### src/rtl/turn_sequencer_if.sv
// turn_sequencer_if: event inputs and phase/score outputs of the Battleship
// turn sequencer. The master side (board logic / keyboard front end) raises
// the event pulses. The slave side (the sequencer) drives the phase strobes,
// the score counters and the timer.
interface turn_sequencer_if;
    logic       start;
    logic       place_done;
    logic       fire_valid;
    logic       fire_hit;
    logic       p1place;
    logic       p2place;
    logic       p1fire;
    logic       p2fire;
    logic       active_player;
    logic       game_over;
    logic       winner;
    logic [4:0] hits_p1;
    logic [4:0] hits_p2;
    logic [5:0] time_left;

    modport master (
        output start, place_done, fire_valid, fire_hit,
        input  p1place, p2place, p1fire, p2fire, active_player,
               game_over, winner, hits_p1, hits_p2, time_left
    );

    modport slave (
        input  start, place_done, fire_valid, fire_hit,
        output p1place, p2place, p1fire, p2fire, active_player,
               game_over, winner, hits_p1, hits_p2, time_left
    );
endinterface

### src/rtl/turn_sequencer.sv
// turn_sequencer: game-phase controller for Keyboard Battleship.
// The game runs through placement for P1 and then P2. Fire turns then
// alternate until one player reaches HITS_TO_WIN.
// Optional feature macro: TURN_TIMEOUT_EN. When it is defined, each fire turn
// has a TIMEOUT_SEC budget. A divider counts TICK_DIV+1 clock cycles per
// second. A turn whose budget runs out passes to the other player with no
// hit counted.
// All outputs are decoded from registers only.
module turn_sequencer #(
    parameter int unsigned SHIPS_PER_PLAYER = 5,
    parameter int unsigned HITS_TO_WIN      = 17,
    parameter int unsigned TICK_DIV         = 99999999,
    parameter int unsigned TIMEOUT_SEC      = 30
) (
    input  logic              clk,
    input  logic              rst,
    turn_sequencer_if.slave   bus
);

    typedef enum logic [2:0] {
        IDLE,
        P1_PLACE,
        P2_PLACE,
        P1_FIRE,
        P2_FIRE,
        GAME_OVER
    } state_t;

    state_t     state_q, state_d;
    logic [3:0] place_cnt_q, place_cnt_d;
    logic [4:0] hits_p1_q, hits_p1_d;
    logic [4:0] hits_p2_q, hits_p2_d;
    logic       winner_q, winner_d;
    logic       timeout_expire;

    // State and score registers
    always_ff @(posedge clk or posedge rst) begin
        if (rst) begin
            state_q     <= IDLE;
            place_cnt_q <= '0;
            hits_p1_q   <= '0;
            hits_p2_q   <= '0;
            winner_q    <= 1'b0;
        end else begin
            state_q     <= state_d;
            place_cnt_q <= place_cnt_d;
            hits_p1_q   <= hits_p1_d;
            hits_p2_q   <= hits_p2_d;
            winner_q    <= winner_d;
        end
    end

    // Next-state, placement counting and hit scoring
    always_comb begin
        state_d     = state_q;
        place_cnt_d = place_cnt_q;
        hits_p1_d   = hits_p1_q;
        hits_p2_d   = hits_p2_q;
        winner_d    = winner_q;
        unique case (state_q)
            IDLE, GAME_OVER: begin
                if (bus.start) begin
                    state_d     = P1_PLACE;
                    place_cnt_d = '0;
                    hits_p1_d   = '0;
                    hits_p2_d   = '0;
                    winner_d    = 1'b0;
                end
            end
            P1_PLACE, P2_PLACE: begin
                if (bus.place_done) begin
                    if (place_cnt_q + 4'd1 == 4'(SHIPS_PER_PLAYER)) begin
                        place_cnt_d = '0;
                        state_d     = (state_q == P1_PLACE) ? P2_PLACE : P1_FIRE;
                    end else begin
                        place_cnt_d = place_cnt_q + 4'd1;
                    end
                end
            end
            P1_FIRE: begin
                // A shot takes priority over an expiring timeout in the same cycle
                if (bus.fire_valid) begin
                    state_d = P2_FIRE;
                    if (bus.fire_hit) begin
                        hits_p1_d = hits_p1_q + 5'd1;
                        if (hits_p1_d == 5'(HITS_TO_WIN)) begin
                            state_d  = GAME_OVER;
                            winner_d = 1'b0;
                        end
                    end
                end else if (timeout_expire) begin
                    state_d = P2_FIRE;
                end
            end
            P2_FIRE: begin
                if (bus.fire_valid) begin
                    state_d = P1_FIRE;
                    if (bus.fire_hit) begin
                        hits_p2_d = hits_p2_q + 5'd1;
                        if (hits_p2_d == 5'(HITS_TO_WIN)) begin
                            state_d  = GAME_OVER;
                            winner_d = 1'b1;
                        end
                    end
                end else if (timeout_expire) begin
                    state_d = P1_FIRE;
                end
            end
            default: state_d = IDLE;
        endcase
    end

`ifdef TURN_TIMEOUT_EN
    logic [31:0] tick_q, tick_d;
    logic [5:0]  sec_q, sec_d;
    logic        in_fire_q, in_fire_d;

    assign in_fire_q = (state_q == P1_FIRE) || (state_q == P2_FIRE);
    assign in_fire_d = (state_d == P1_FIRE) || (state_d == P2_FIRE);

    // The timer expires on the divider wrap that would take the count from 1 to 0
    assign timeout_expire = in_fire_q && (tick_q == TICK_DIV) && (sec_q == 6'd1);

    // Divider and seconds registers
    always_ff @(posedge clk or posedge rst) begin
        if (rst) begin
            tick_q <= '0;
            sec_q  <= '0;
        end else begin
            tick_q <= tick_d;
            sec_q  <= sec_d;
        end
    end

    // Every fire-turn change changes state, so a state change into a fire state reloads the timer
    always_comb begin
        tick_d = '0;
        sec_d  = '0;
        if (in_fire_d) begin
            if (state_d != state_q) begin
                sec_d = 6'(TIMEOUT_SEC);
            end else if (tick_q == TICK_DIV) begin
                sec_d = sec_q - 6'd1;
            end else begin
                tick_d = tick_q + 32'd1;
                sec_d  = sec_q;
            end
        end
    end

    assign bus.time_left = sec_q;
`else
    logic unused_cfg;

    assign unused_cfg     = ^{TICK_DIV, TIMEOUT_SEC};
    assign timeout_expire = 1'b0;
    assign bus.time_left  = '0;
`endif

    assign bus.p1place       = (state_q == P1_PLACE);
    assign bus.p2place       = (state_q == P2_PLACE);
    assign bus.p1fire        = (state_q == P1_FIRE);
    assign bus.p2fire        = (state_q == P2_FIRE);
    assign bus.active_player = (state_q == P2_PLACE) || (state_q == P2_FIRE);
    assign bus.game_over     = (state_q == GAME_OVER);
    assign bus.winner        = winner_q;
    assign bus.hits_p1       = hits_p1_q;
    assign bus.hits_p2       = hits_p2_q;

endmodule

### src/flat_wrapper.sv
// flat-port wrapper written by rule: the top's interface ports become plain ports
module turn_sequencer_flat 
#(
    parameter int unsigned SHIPS_PER_PLAYER = 5,
    parameter int unsigned HITS_TO_WIN      = 17,
    parameter int unsigned TICK_DIV         = 99999999,
    parameter int unsigned TIMEOUT_SEC      = 30
)
  (clk, rst, bus_start, bus_place_done, bus_fire_valid, bus_fire_hit, bus_p1place, bus_p2place, bus_p1fire, bus_p2fire, bus_active_player, bus_game_over, bus_winner, bus_hits_p1, bus_hits_p2, bus_time_left);
  turn_sequencer_if bus_i ();
  input  logic clk;
  input  logic rst;
  input wire logic [$bits(bus_i.start)-1:0] bus_start;
  input wire logic [$bits(bus_i.place_done)-1:0] bus_place_done;
  input wire logic [$bits(bus_i.fire_valid)-1:0] bus_fire_valid;
  input wire logic [$bits(bus_i.fire_hit)-1:0] bus_fire_hit;
  output wire logic [$bits(bus_i.p1place)-1:0] bus_p1place;
  output wire logic [$bits(bus_i.p2place)-1:0] bus_p2place;
  output wire logic [$bits(bus_i.p1fire)-1:0] bus_p1fire;
  output wire logic [$bits(bus_i.p2fire)-1:0] bus_p2fire;
  output wire logic [$bits(bus_i.active_player)-1:0] bus_active_player;
  output wire logic [$bits(bus_i.game_over)-1:0] bus_game_over;
  output wire logic [$bits(bus_i.winner)-1:0] bus_winner;
  output wire logic [$bits(bus_i.hits_p1)-1:0] bus_hits_p1;
  output wire logic [$bits(bus_i.hits_p2)-1:0] bus_hits_p2;
  output wire logic [$bits(bus_i.time_left)-1:0] bus_time_left;
  assign bus_i.start = bus_start;
  assign bus_i.place_done = bus_place_done;
  assign bus_i.fire_valid = bus_fire_valid;
  assign bus_i.fire_hit = bus_fire_hit;
  assign bus_p1place = bus_i.p1place;
  assign bus_p2place = bus_i.p2place;
  assign bus_p1fire = bus_i.p1fire;
  assign bus_p2fire = bus_i.p2fire;
  assign bus_active_player = bus_i.active_player;
  assign bus_game_over = bus_i.game_over;
  assign bus_winner = bus_i.winner;
  assign bus_hits_p1 = bus_i.hits_p1;
  assign bus_hits_p2 = bus_i.hits_p2;
  assign bus_time_left = bus_i.time_left;
  turn_sequencer #(.SHIPS_PER_PLAYER(SHIPS_PER_PLAYER), .HITS_TO_WIN(HITS_TO_WIN), .TICK_DIV(TICK_DIV), .TIMEOUT_SEC(TIMEOUT_SEC)) u_core (.clk(clk), .rst(rst), .bus(bus_i));
endmodule
### config.mk
export PLATFORM = sky130hd
export DESIGN_NAME = turn_sequencer_flat
export DESIGN_NICKNAME = d
export VERILOG_FILES = /design/src/rtl/turn_sequencer_if.sv /design/src/rtl/turn_sequencer.sv /design/src/flat_wrapper.sv
export SDC_FILE = /design/constraint.sdc
export NUM_CORES = 1
export LEC_CHECK = 0
export ABC_CLOCK_PERIOD_IN_PS = 4500
export BUFFER_PORTS_ARGS = -buffer_cell sky130_fd_sc_hd__clkbuf_2
export CORE_MARGIN = 1
export CORE_UTILIZATION = 30
export DETAILED_ROUTE_END_ITERATION = 16
export GPL_TIMING_DRIVEN = 0
export PLACE_DENSITY = 0.61
export SLEW_MARGIN = 20
export SYNTH_ARGS = -nofsm -noshare
export SYNTH_HDL_FRONTEND = slang
export SYNTH_SLANG_ARGS = --single-unit
### constraint.sdc
create_clock -name clk -period 4.5 [get_ports clk]
set_clock_uncertainty 0.05 [all_clocks]
set_input_delay 0.225 -clock clk [delete_from_list [all_inputs] [get_ports clk]]
set_output_delay 0.225 -clock clk [all_outputs]
set_load 0.03 [all_outputs]
Yosys cells after proc, flatten, opt, wreduce, memory -nomap -nowiden
Cells that the tools add are included.
{"block": "classes", "add_sub_neg": 3, "n_reduce_logical": 13, "n_mux": 30, "eq_ne": 17}
{"cell": "5-bit two-way mux", "count": 5}
{"cell": "3-bit two-way mux", "count": 8}
{"cell": "5-bit one-hot mux with 2 select lines", "count": 2}
{"cell": "4-bit two-way mux", "count": 3}
{"cell": "2-bit inequality test, second input constant", "count": 6}
{"cell": "3-bit one-hot mux with 4 select lines", "count": 1}
{"cell": "5-bit by 1-bit adder with 5-bit output, second input constant", "count": 2}
{"cell": "5-bit equality test, second input constant", "count": 2}
{"cell": "1-bit two-way mux", "count": 9}
{"cell": "4-bit one-hot mux with 2 select lines", "count": 1}
{"cell": "4-bit AND reduction", "count": 2}
{"cell": "8-bit AND reduction", "count": 1}
{"cell": "3-bit by 2-bit equality test with 1-bit output, second input constant", "count": 2}
{"cell": "3-bit equality test, second input constant", "count": 2}
{"cell": "2-bit by 1-bit inequality test with 1-bit output, second input constant", "count": 3}
{"cell": "2-bit nonzero test", "count": 3}
{"cell": "5-bit AND reduction", "count": 1}
{"cell": "4-bit by 1-bit adder with 4-bit output, second input constant", "count": 1}
{"cell": "4-bit by 3-bit equality test with 1-bit output, second input constant", "count": 1}
{"cell": "2-bit OR reduction", "count": 2}
{"cell": "3-bit by 1-bit equality test with 1-bit output, second input constant", "count": 1}
{"cell": "3-bit logical NOT", "count": 1}
{"cell": "1-bit one-hot mux with 3 select lines", "count": 1}
{"cell": "3-bit AND reduction", "count": 1}
{"cell": "other kinds (2)", "count": 2}
{"block": "totals", "out_inout_bits": 23, "regBits": 18, "input_bits": 6}

Longest topological paths before layout
Gate-level depths: netlist (run 1).
{"block": "logic_depth", "word_depth": 6, "depth_mapped": 7, "mapped_depth_nobuf": 6}

Least setup slack after synthesis (run 1)
OpenSTA, ideal clock, no wires.
{"block": "synth_path", "path_kind": "register -> register", "startpoint": "register u_core.state_q[0]", "endpoint": "register u_core.hits_p2_q[4] (netlist: u_core.bus.hits_p2[4])", "t_arrival_ns": 2.074, "stages_incl_launch_ff": 7, "path_buffers": 1, "slack_ns": 2.278, "setup_time_ns": 0.098, "synth_period_minus_slack_ns": 2.222, "cell_sequence": "dfrtp_1 -> buf_6 -> nor3b_1 -> nand3_1 -> nor2b_1 -> o21ai_0 -> o31ai_1"}
{"block": "synth_via", "word_cells_on_any_way": 10}
{"item": "start, declared", "line_no": "turn_sequencer.sv:29", "rtl": "state_t state_q, state_d;"}
{"item": "start signal, assigned", "line_no": "turn_sequencer.sv:45", "rtl": "state_q <= state_d;"}
{"item": "3-bit equality test *"}
{"item": "via bus_p2fire", "line_no": "flat_wrapper.sv:20", "rtl": "output wire logic [$bits(bus_i.p2fire)-1:0] bus_p2fire;"}
{"item": "2-bit inequality test (no line) / 2-bit nonzero test (equally long branches)"}
{"item": "4-bit AND reduction (no line)"}
{"item": "end signal, assigned", "line_no": "turn_sequencer.sv:48", "rtl": "hits_p2_q <= hits_p2_d;"}
{"item": "end, declared", "line_no": "turn_sequencer.sv:32", "rtl": "logic [4:0] hits_p2_q, hits_p2_d;"}
The timed path passes the listed nets; every way through them passes the cells marked *.
A chain may end at the register's enable or synchronous reset.

Worst setup path in the final report (run 1)
{"block": "layout_path", "startpoint": "register u_core.state_q[0]", "endpoint": "output port bus_active_player"}
{"block": "layout_via", "elab_chain_len": 2, "word_cells_on_any_way": 3}
{"item": "3-bit by 2-bit equality test with 1-bit output / 3-bit equality test (equally long branches)", "line_no": "turn_sequencer.sv:164", "rtl": "assign bus.active_player = (state_q == P2_PLACE) || (state_q == P2_FIRE);"}
{"item": "1-bit logical OR *", "line_no": "turn_sequencer.sv:164"}
{"item": "end, declared", "line_no": "flat_wrapper.sv:21", "rtl": "output wire logic [$bits(bus_i.active_player)-1:0] bus_active_player;"}
Every way passes the cells marked *; elsewhere a longest branch is shown, timed or not.

==> results of run 1 <==
[cell type report]
| type | instances | area [µm²] | area share [%] |
|---|---|---|---|
| clock buffer | 3 | 41.3 | 2.65 |
| sequential | 18 | 450 | 29.0 |
| tap | 50 | 62.6 | 4.02 |
| buffer | 11 | 75.1 | 4.83 |
| timing repair buffer | 21 | 105 | 6.76 |
| inverter | 12 | 45.0 | 2.90 |
| multi-input combinational | 126 | 776 | 49.9 |
[cells in the mapped netlist, types with 3 or more instances]
cell and n:
nor3_1 3, nor2_1 11, ha_1 6, a211oi_1 4
o31ai_1 3, nand3_1 10, nand4_1 3, inv_1 12
buf_4 6, buf_2 3, o21ai_0 14, nand2b_1 5
o211ai_1 5, a21oi_1 5, dfrtp_1 18, nor2b_1 6
nand2_1 18
[worst max path at each step]
stage,start,end
6_report,u_core.state_q[0]$_DFFE_PP0P_,bus_active_player
5_1_grt,u_core.state_q[0]$_DFFE_PP0P_,u_core.bus.hits_p2[3]$_DFFE_PP0P_
4_1_cts,u_core.state_q[0]$_DFFE_PP0P_,bus_active_player
3_5_place_dp,u_core.state_q[0]$_DFFE_PP0P_,u_core.bus.hits_p2[3]$_DFFE_PP0P_
3_3_place_gp,u_core.state_q[0]$_DFFE_PP0P_,u_core.bus.hits_p2[4]$_DFFE_PP0P_
2_1_floorplan,u_core.state_q[0]$_DFFE_PP0P_,u_core.bus.hits_p2[4]$_DFFE_PP0P_
[sequential cells by signal, summed over array words and instances (netlist names)]
register and count:
u_core.bus.hits_p1 5, u_core.place_cnt_q 4, u_core.bus.winner 1, u_core.state_q 3
u_core.bus.hits_p2 5
[layer usage]
layer,wire (µm),share of wire (%),vias up
li1,-,-,621
met1,1390,50,549
met2,1210,44,35
met3,160,5.7,2
met4,19,0.68,0
met5,0,0,-
[cells by family (layout without fill, tap and decap cells)]
kind of cell,Yosys count,in the layout
xor gates and xnor gates,3,3
muxes,1,1
AOI/OAI and AO/OA,40,40
and+or+nand+nor,70,70
buffers and inverters,23,47
other,1,6
DFF,18,18
adders and majority gates,6,6
[cells in the final DEF (no fill, tap or decap), types with 2 or more instances in the layout]
cell | netlist | layout
or2_2 | 2 | 2
o211ai_1 | 5 | 5
dfrtp_1 | 18 | 18
nand4_1 | 3 | 3
ha_1 | 6 | 6
nand4b_1 | 2 | 2
a211oi_1 | 4 | 4
and3_1 | 2 | 2
o31ai_1 | 3 | 3
conb_1 | 1 | 6
nand3_1 | 10 | 10
nor2b_1 | 6 | 6
a21oi_1 | 5 | 5
xor2_1 | 2 | 2
buf_2 | 3 | 3
buf_4 | 6 | 6
nor3_1 | 3 | 3
nand2_1 | 18 | 18
inv_1 | 12 | 12
clkbuf_2 | 0 | 21
nor2_1 | 11 | 11
nand2b_1 | 5 | 5
clkbuf_8 | 0 | 3
o21ai_0 | 14 | 14
nor3b_1 | 2 | 2
[power breakdown]
group / switching (mW) / internal (mW) / leakage (nW)
clock network: 0.0489 / 0.0593 / 0.0216
registers: 0.0454 / 0.200 / 0.242
logic: 0.280 / 0.156 / 0.471
total: 0.374 / 0.415 / 0.734
[worst register-to-register path: stages, from the launching register on]
cell and delay (ns):
dfrtp_1 0.37, buf_6 0.14, nor3b_1 0.57, nand3_1 0.38
nor2b_1 0.18, o21ai_0 0.08, o31ai_1 0.09
==> results.toml, run 1 <==
[yosys]
ys_seq_elements = 18
muxShareOfSynthArea_pct = 0.754
synth_area_um2 = 1330
yosys.area_share.adder_pct = 5.66
yosys_most_used_dff = "dfrtp_1"
ys_warn_count = 0
ys_types = 42
synth-edff-count = 0
seq_area_frac_synth_pct = 33.9
netlist_top_cells_area = "dfrtp_1, ha_1, o21ai_0, nand2_1, nand3_1"
postSynthAreaPerCell_um2 = 8.19
yosys.area_share.simple_pct = 28.2
syn_inst = 162
synthArstFlopShare_pct = 100
synth_xor_area_share_pct = 1.98
synth.top_cell.area_share_pct = 33.9
synth_top_family_by_area = "simple AND/OR/NAND/NOR gates"
synth_compound_area_share_pct = 20.2
synth_top_cell_by_area = "dfrtp_1"

[floorplanning]
start_util_pct = 32.3
core_um2 = 4120
fp.dieW_um = 68.5
die-area_um2 = 4690
pin_count = 29
core.rowCount = 23
dieHeight_um = 68.5

[timing]
fin_ws_ns = 2.47
hold_viol = 2
relSlewSlack_pct = 54.3
setup_viol = 0
holdWs_ns = -0.000228
post-route-period-util_pct = 45.0
worstMarginPinSlew_ns = 0.685
min_period_ns = 2.03
final_max_slew_viol_count = 0
rsz0062_at_grt = "false"
timing.setup.tns_ns = 0
max_freq_mhz = 494

[setup_path]
criticalPathCategory = "flip-flop to output pin"
worstPathMaxFanout = 10
reg2regPathDepth = 6
cp.arrival_ns = 1.75
endpoint_kind = "output pin"
r2r-end = "u_core.bus.hits_p2[3]$_DFFE_PP0P_"
worst_path_max_delay_cell = "nor3b_1"
max_stage_delay_ns = 0.57
r2r_slack_ns = 2.55
startpoint_type = "flip-flop"
path_cells = "buf_6 > nor3b_1 > or2_2 > clkbuf_2"
timing.rr.start = "u_core.state_q[0]$_DFFE_PP0P_"
cp_top_family = "simple AND/OR/NAND/NOR gates"
cp_data_required_time_ns = 4.22
path_depth = 4
crit_buf_inv = 2

[global_routing]
grt_antenna_before_repair = 0
use_met2_pct = 19.0
grt_usage_pct = 13.1
grt_pass1_wl_um = 4620
grt_max_degree = 19
grt_pass1_vias = 1020
grt-busiest-layer = "met1"
use_met1_pct = 19.4
grt_use_met3_pct = 2.14
grt_overflow = 0

[drt]
drc = 0
via_per_inst = 5.01
routedWlPerCell_um = 11.6
ant_nets = 0
first_pass_iters = 4
drt-total-wl_um = 2790
dr_total_vias = 1207
dr.first_iter.drc_count = 86

[placed_design]
hpwl_um = 2120
portBuffers = 21
pre_cts_ws_ns = 2.61
dp_cells = 238
place_area_um2 = 1510
gp_congestion = 0.851

[cts]
cts_resized = 0
clkTransAtPathRegs_ns = 0.06
max-clock-path-buffers = 2
cts_tree = "built"
holdBufCountCts = 0
cts_sinks = 18
numCtsBuffers = 3
post-cts-setup-buffers = 0
cts_max_level = 1
clock_latency_ns = 0.25
cts-root-buf = "clkbuf_8"

[power]
irDropWorstVdd_mv = 0.238
power_leakage_nw = 0.734
power.density_nw_per_um2 = 507
total_power_mw = 0.789

[layout]
stdcell_count = 241
finalInstanceArea_um2 = 1560
fillCellCount = 436
insertedDiodeCount = 0
synthToLayoutAreaGrowth_pct = 17.2
nets = 205
drive_gt1_share_pct = 19.9
postLayoutCoreUtil_pct = 37.8

[min_path]
hp-class = "primary input to async pin"

[job]
drv_cap = 0

[run_status]
violations = "negative hold slack"
status = "finished, violations left"
Power figures use the tool's default switching activity.
==> inputs of run 2 (changes only) <==
--- a/config.mk
+++ b/config.mk
@@ -5,7 +5,7 @@
 export SDC_FILE = /design/constraint.sdc
 export NUM_CORES = 1
 export LEC_CHECK = 0
-export ABC_CLOCK_PERIOD_IN_PS = 4500
+export ABC_CLOCK_PERIOD_IN_PS = 1900
 export BUFFER_PORTS_ARGS = -buffer_cell sky130_fd_sc_hd__clkbuf_2
 export CORE_MARGIN = 1
 export CORE_UTILIZATION = 30
==> constraint.sdc (replaced) <==
create_clock -name clk -period 1.9 [get_ports clk]
set_clock_uncertainty 0.05 [all_clocks]
set_input_delay 0.095 -clock clk [delete_from_list [all_inputs] [get_ports clk]]
set_output_delay 0.095 -clock clk [all_outputs]
set_load 0.03 [all_outputs]
==> run 2 against run 1 <==
The run now ends clean. Die area did not move. Worst hold slack improved by 0.12 ns. Setup slack worse by 2.3 ns. Critical path depth is 2 higher. Wire length is 4.5% higher. Via count fell by 0.50%. Cell count grew 0.83%. Clock power grew to 2.9 times the previous value. Combinational power rose to 2.5 times the previous value. Non-clock buffer count up 1. Global-route usage increased by 1.2 points.
==> results.toml, run 2 (synthesized netlist as in run 1, its figures left out) <==
[run_status]
status = "finished clean"

[placed_design]
hpwl_um = 2190
dp_cells = 238
gp_congestion = 0.851
portBuffers = 21

[cts]
clkTransAtPathRegs_ns = 0.07
cts_sinks = 18
cts-root-buf = "clkbuf_8"
clock_latency_ns = 0.25
numCtsBuffers = 3
cts_max_level = 1
max-clock-path-buffers = 2
cts_tree = "built"
post-cts-setup-buffers = 0

[drt]
dr.first_iter.drc_count = 65
routedWlPerCell_um = 12.0
ant_nets = 0
via_per_inst = 4.94
dr_total_vias = 1201
drt-total-wl_um = 2910
drc = 0
first_pass_iters = 4

[setup_path]
startpoint_type = "flip-flop"
worstPathMaxFanout = 10
cp.arrival_ns = 1.91
criticalPathCategory = "flip-flop to flip-flop"
endpoint_kind = "flip-flop"
r2r_slack_ns = 0.13
cp_data_required_time_ns = 2.04

[floorplanning]
dieHeight_um = 68.5
fp.dieW_um = 68.5
start_util_pct = 32.3
die-area_um2 = 4690
core.rowCount = 23
pin_count = 29
core_um2 = 4120

[timing]
relSlewSlack_pct = 54.2
worstMarginPinSlew_ns = 0.686
max_freq_mhz = 564
rsz0062_at_grt = "false"
final_max_slew_viol_count = 0
min_period_ns = 1.77
hold_viol = 0
post-route-period-util_pct = 93.3
setup_viol = 0

[layout]
stdcell_count = 243
multiInputGateArea_um2 = 805
seq_area_um2 = 452
insertedDiodeCount = 0
final_cell_mix = "clkbuf_2, nand2_1, dfrtp_1"
fillCellCount = 428
synthToLayoutAreaGrowth_pct = 21.3
layout_commonest_cell = "clkbuf_2"
drive_gt1_share_pct = 22.8
nets = 206

[global_routing]
grt_usage_pct = 14.4
grt_pass1_wl_um = 5020
grt_overflow = 0
grt_max_degree = 19
grt_antenna_before_repair = 0
grt_pass1_vias = 1101

[power]
power_leakage_nw = 0.754
total_power_mw = 1.99
power.density_nw_per_um2 = 1230
p_int_mw = 1.06
switching_share_pct = 46.8
clkPwrFrac_pct = 15.5
irDropWorstVdd_mv = 0.528
power_frac_seq_pct = 29.6
p_sw_mw = 0.931
combPwrFrac_pct = 55.0

[job]
drv_cap = 0

[min_path]
hp-class = "primary input to flip-flop"
==> run 2: area by class of cell <==
class	count	area share [%]
sequential	18	28.0
buffer	11	4.74
inverter	12	2.80
tap	50	3.89
clock buffer	4	3.42
timing repair buffer	22	7.15
multi-input combinational	126	50.0
==> run 2: worst max-delay path: stages (launching register included) <==
cell     delay (ns)
dfrtp_1        0.37
buf_6          0.14
or3b_1         0.36
a21oi_2        0.16
a31oi_2        0.10
or4_1          0.44
nand3_1        0.09
==> run 2: per-layer routing <==
layer	GRT usage [%]	part of all wire, %	wire (µm)	up-vias
met2	21.4	44	1280	18
met3	1.97	3.5	102	2
li1	-	-	-	628
met1	21.4	52	1510	553
met4	3.91	0.52	15	0
met5	0	0	0	-
==> run 2: per-stage QoR <==
| step | TNS [ns] | util [%] | hold slack, ns | cell area [µm²] | setup slack (ns) |
|---|---|---|---|---|---|
| final | 0 | 39.1 | 0.121 | 1610 | 0.127 |
| after global routing | 0 | 39.1 | 0.161 | 1610 | 0.0218 |
| after CTS | 0 | 38.7 | 0.116 | 1590 | 0.0312 |
| after detailed placement | -0.00404 | 36.9 | 0.174 | 1520 | -0.00404 |
| after global placement | -0.0205 | 36.9 | 0.165 | 1520 | -0.0205 |
| after floorplan | 0 | - | -0.0164 | 1350 | 0.0446 |
==> run 2: worst paths after layout <==
kind                                                from                                end  depth (start not counted)
setup / recovery           u_core.state_q[0]$_DFFE_PP0P_  u_core.bus.hits_p1[4]$_DFFE_PP0P_                          6
hold / removal                              bus_fire_hit      u_core.state_q[2]$_DFFE_PP0P_                          3
setup reg to reg           u_core.state_q[0]$_DFFE_PP0P_  u_core.bus.hits_p1[4]$_DFFE_PP0P_                          6
hold reg to reg            u_core.bus.winner$_DFFE_PP0P_      u_core.bus.winner$_DFFE_PP0P_                          1
max in group asynchronous                            rst  u_core.place_cnt_q[0]$_DFFE_PP0P_                          3
min in group asynchronous                            rst  u_core.bus.hits_p1[1]$_DFFE_PP0P_                          3
==> run 2: power groups by stage <==
| stage | Combinational, mW | Clock (mW) | Sequential (mW) |
|---|---|---|---|
| 6_report | 1.09 | 0.308 | 0.588 |
| 5_1_grt | 1.21 | 0.342 | 0.612 |
| 4_1_cts | 1.06 | 0.319 | 0.582 |
| 3_5_place_dp | 1.05 | 0 | 0.588 |
| 3_3_place_gp | 1.03 | 0 | 0.587 |
| 2_1_floorplan | 0.755 | 0 | 0.623 |
==> run 2: timing repair <==
item                                   in CTS  in global routing
hold buffers                                1                  0
endpoints found under the hold margin      18                  0
gates resized for setup                     1                  6
pin swaps                                   0                  1
setup endpoints to repair                   1                  5
==> inputs of run 3 (changes only) <==
--- a/config.mk
+++ b/config.mk
@@ -12,6 +12,7 @@
 export DETAILED_ROUTE_END_ITERATION = 16
 export GPL_TIMING_DRIVEN = 0
 export PLACE_DENSITY = 0.61
+export REMOVE_ABC_BUFFERS = 1
 export SLEW_MARGIN = 20
 export SYNTH_ARGS = -nofsm -noshare
 export SYNTH_HDL_FRONTEND = slang
==> constraint.sdc (replaced) <==
create_clock -name clk -period 1.9 [get_ports clk]
set_clock_uncertainty 0.05 [all_clocks]
set_input_delay 0.095 -clock clk [delete_from_list [all_inputs] [get_ports clk]]
set_output_delay 0.095 -clock clk [all_outputs]
set_load 0.05 [all_outputs]
==> run 3 against run 2 <==
Critical endpoint is now bus_active_player. Non-clock buffer count is 3 lower. Core utilization is 0.67 points lower. Sequential power is 7.5% higher. Highest routed layer unchanged. Maximum frequency is 1.9% lower. Global-route usage is 0.37 points lower. Worst hold slack worse by 0.011 ns. Cell count is 1.2% lower. Via count is 1.3% higher. Clock power is 4% higher. Sequential share of layout area is 0.65 points higher. Combinational power is 6% higher. Setup slack worse by 0.035 ns.
==> results.toml, run 3 (synthesized netlist as in run 1, its figures left out) <==
[cts]
cts_tree = "built"
clock_latency_ns = 0.25
cts_max_level = 1
clkTransAtPathRegs_ns = 0.08
numCtsBuffers = 3
cts-root-buf = "clkbuf_8"
max-clock-path-buffers = 2
cts_sinks = 18

[run_status]
status = "finished clean"

[floorplanning]
pin_count = 29
die-area_um2 = 4690
core_um2 = 4120
fp.dieW_um = 68.5
dieHeight_um = 68.5
core.rowCount = 23
start_util_pct = 32.3

[setup_path]
path_cells = "buf_4 > nor3b_2 > or2_2 > buf_2"
max_stage_delay_ns = 0.47
criticalPathCategory = "flip-flop to output pin"
worst_path_max_delay_cell = "dfrtp_2"
cp_data_required_time_ns = 1.75
cp.arrival_ns = 1.66
startpoint_type = "flip-flop"
endpoint_kind = "output pin"
worstPathMaxFanout = 10

[layout]
stdcell_count = 240
finalInstanceArea_um2 = 1580
insertedDiodeCount = 0
postLayoutCoreUtil_pct = 38.5
synthToLayoutAreaGrowth_pct = 19.2
layout_commonest_cell = "clkbuf_2"
seq_area_um2 = 454
fillCellCount = 441
final_cell_mix = "clkbuf_2, nand2_1, dfrtp_1"
multiInputGateArea_um2 = 793
drive_gt1_share_pct = 22.6
nets = 203

[timing]
max_freq_mhz = 553
relSlewSlack_pct = 52.0
setup_viol = 0
min_period_ns = 1.81
post-route-period-util_pct = 95.2
fin_ws_ns = 0.0917
timing.setup.tns_ns = 0
worstMarginPinSlew_ns = 0.720
final_max_slew_viol_count = 0
holdWs_ns = 0.110
hold_viol = 0
rsz0062_at_grt = "false"

[global_routing]
grt_antenna_before_repair = 0
grt_max_degree = 19
grt_overflow = 0
grt_pass1_vias = 1115
grt_usage_pct = 14.0
grt_pass1_wl_um = 4950

[min_path]
hp-class = "primary input to flip-flop"

[placed_design]
gp_congestion = 0.766
dp_cells = 228
pre_cts_ws_ns = -0.172
place_area_um2 = 1440
portBuffers = 22
hpwl_um = 2120

[job]
drv_cap = 0

[power]
power_leakage_nw = 0.731
power.density_nw_per_um2 = 1340
irDropWorstVdd_mv = 0.603
total_power_mw = 2.12

[drt]
routedWlPerCell_um = 12.0
dr.first_iter.drc_count = 29
drt-total-wl_um = 2880
drc = 0
ant_nets = 0
via_per_inst = 5.07
dr_total_vias = 1217
first_pass_iters = 5
## run 3: routing by layer
layer,GRT usage (%),share of wire [%],up-vias
li1,-,-,617
met1,20.0,49,566
met2,21.9,47,32
met3,1.97,4.2,2
met4,3.39,0.45,0
met5,0,0,-
## run 3: report_power, final
group,leakage (nW),switching [mW],internal (mW)
sequential,0.238,0.155,0.477
clock,0.0288,0.135,0.184
combinational,0.464,0.753,0.411
## run 3: final timing paths
path                                                   start                             to  slack (ns)  cells after the start
setup / recovery               u_core.state_q[1]$_DFFE_PP0P_              bus_active_player        0.09                      4
min in group asynchronous                                rst  u_core.bus.winner$_DFFE_PP0P_        0.43                      3
hold / removal                                  bus_fire_hit  u_core.state_q[2]$_DFFE_PP0P_        0.11                      3
hold reg to reg                u_core.bus.winner$_DFFE_PP0P_  u_core.bus.winner$_DFFE_PP0P_        0.44                      1
max in group asynchronous                                rst  u_core.state_q[0]$_DFFE_PP0P_        0.86                      3
setup reg to reg           u_core.bus.hits_p1[0]$_DFFE_PP0P_  u_core.bus.winner$_DFFE_PP0P_        0.12                      5
## run 3: critical path: cells and delay by family, from the launching register on
family,cells,cell delay (ns)
simple gates,2,0.52
buf+inv,2,0.42
flops,1,0.47
## run 3: area by class of cell
class | instances | share of cell area (%)
well taps | 50 | 3.95
repair buffers | 30 | 10.9
inverters | 12 | 2.85
flip-flops and latches | 18 | 28.7
clock buffers | 4 | 3.48
multi-input cells | 126 | 50.1
## run 3: what timing repair did
| action | CTS | global route |
|---|---|---|
| resized for setup | 3 | 4 |
| pin swaps | 1 | 1 |
| endpoints found under the hold margin | 18 | 0 |
| hold buffers | 1 | 0 |
| endpoints found under the setup margin | 7 | 6 |
| setup buffers | 3 | 4 |
| gates cloned | 0 | 0 |
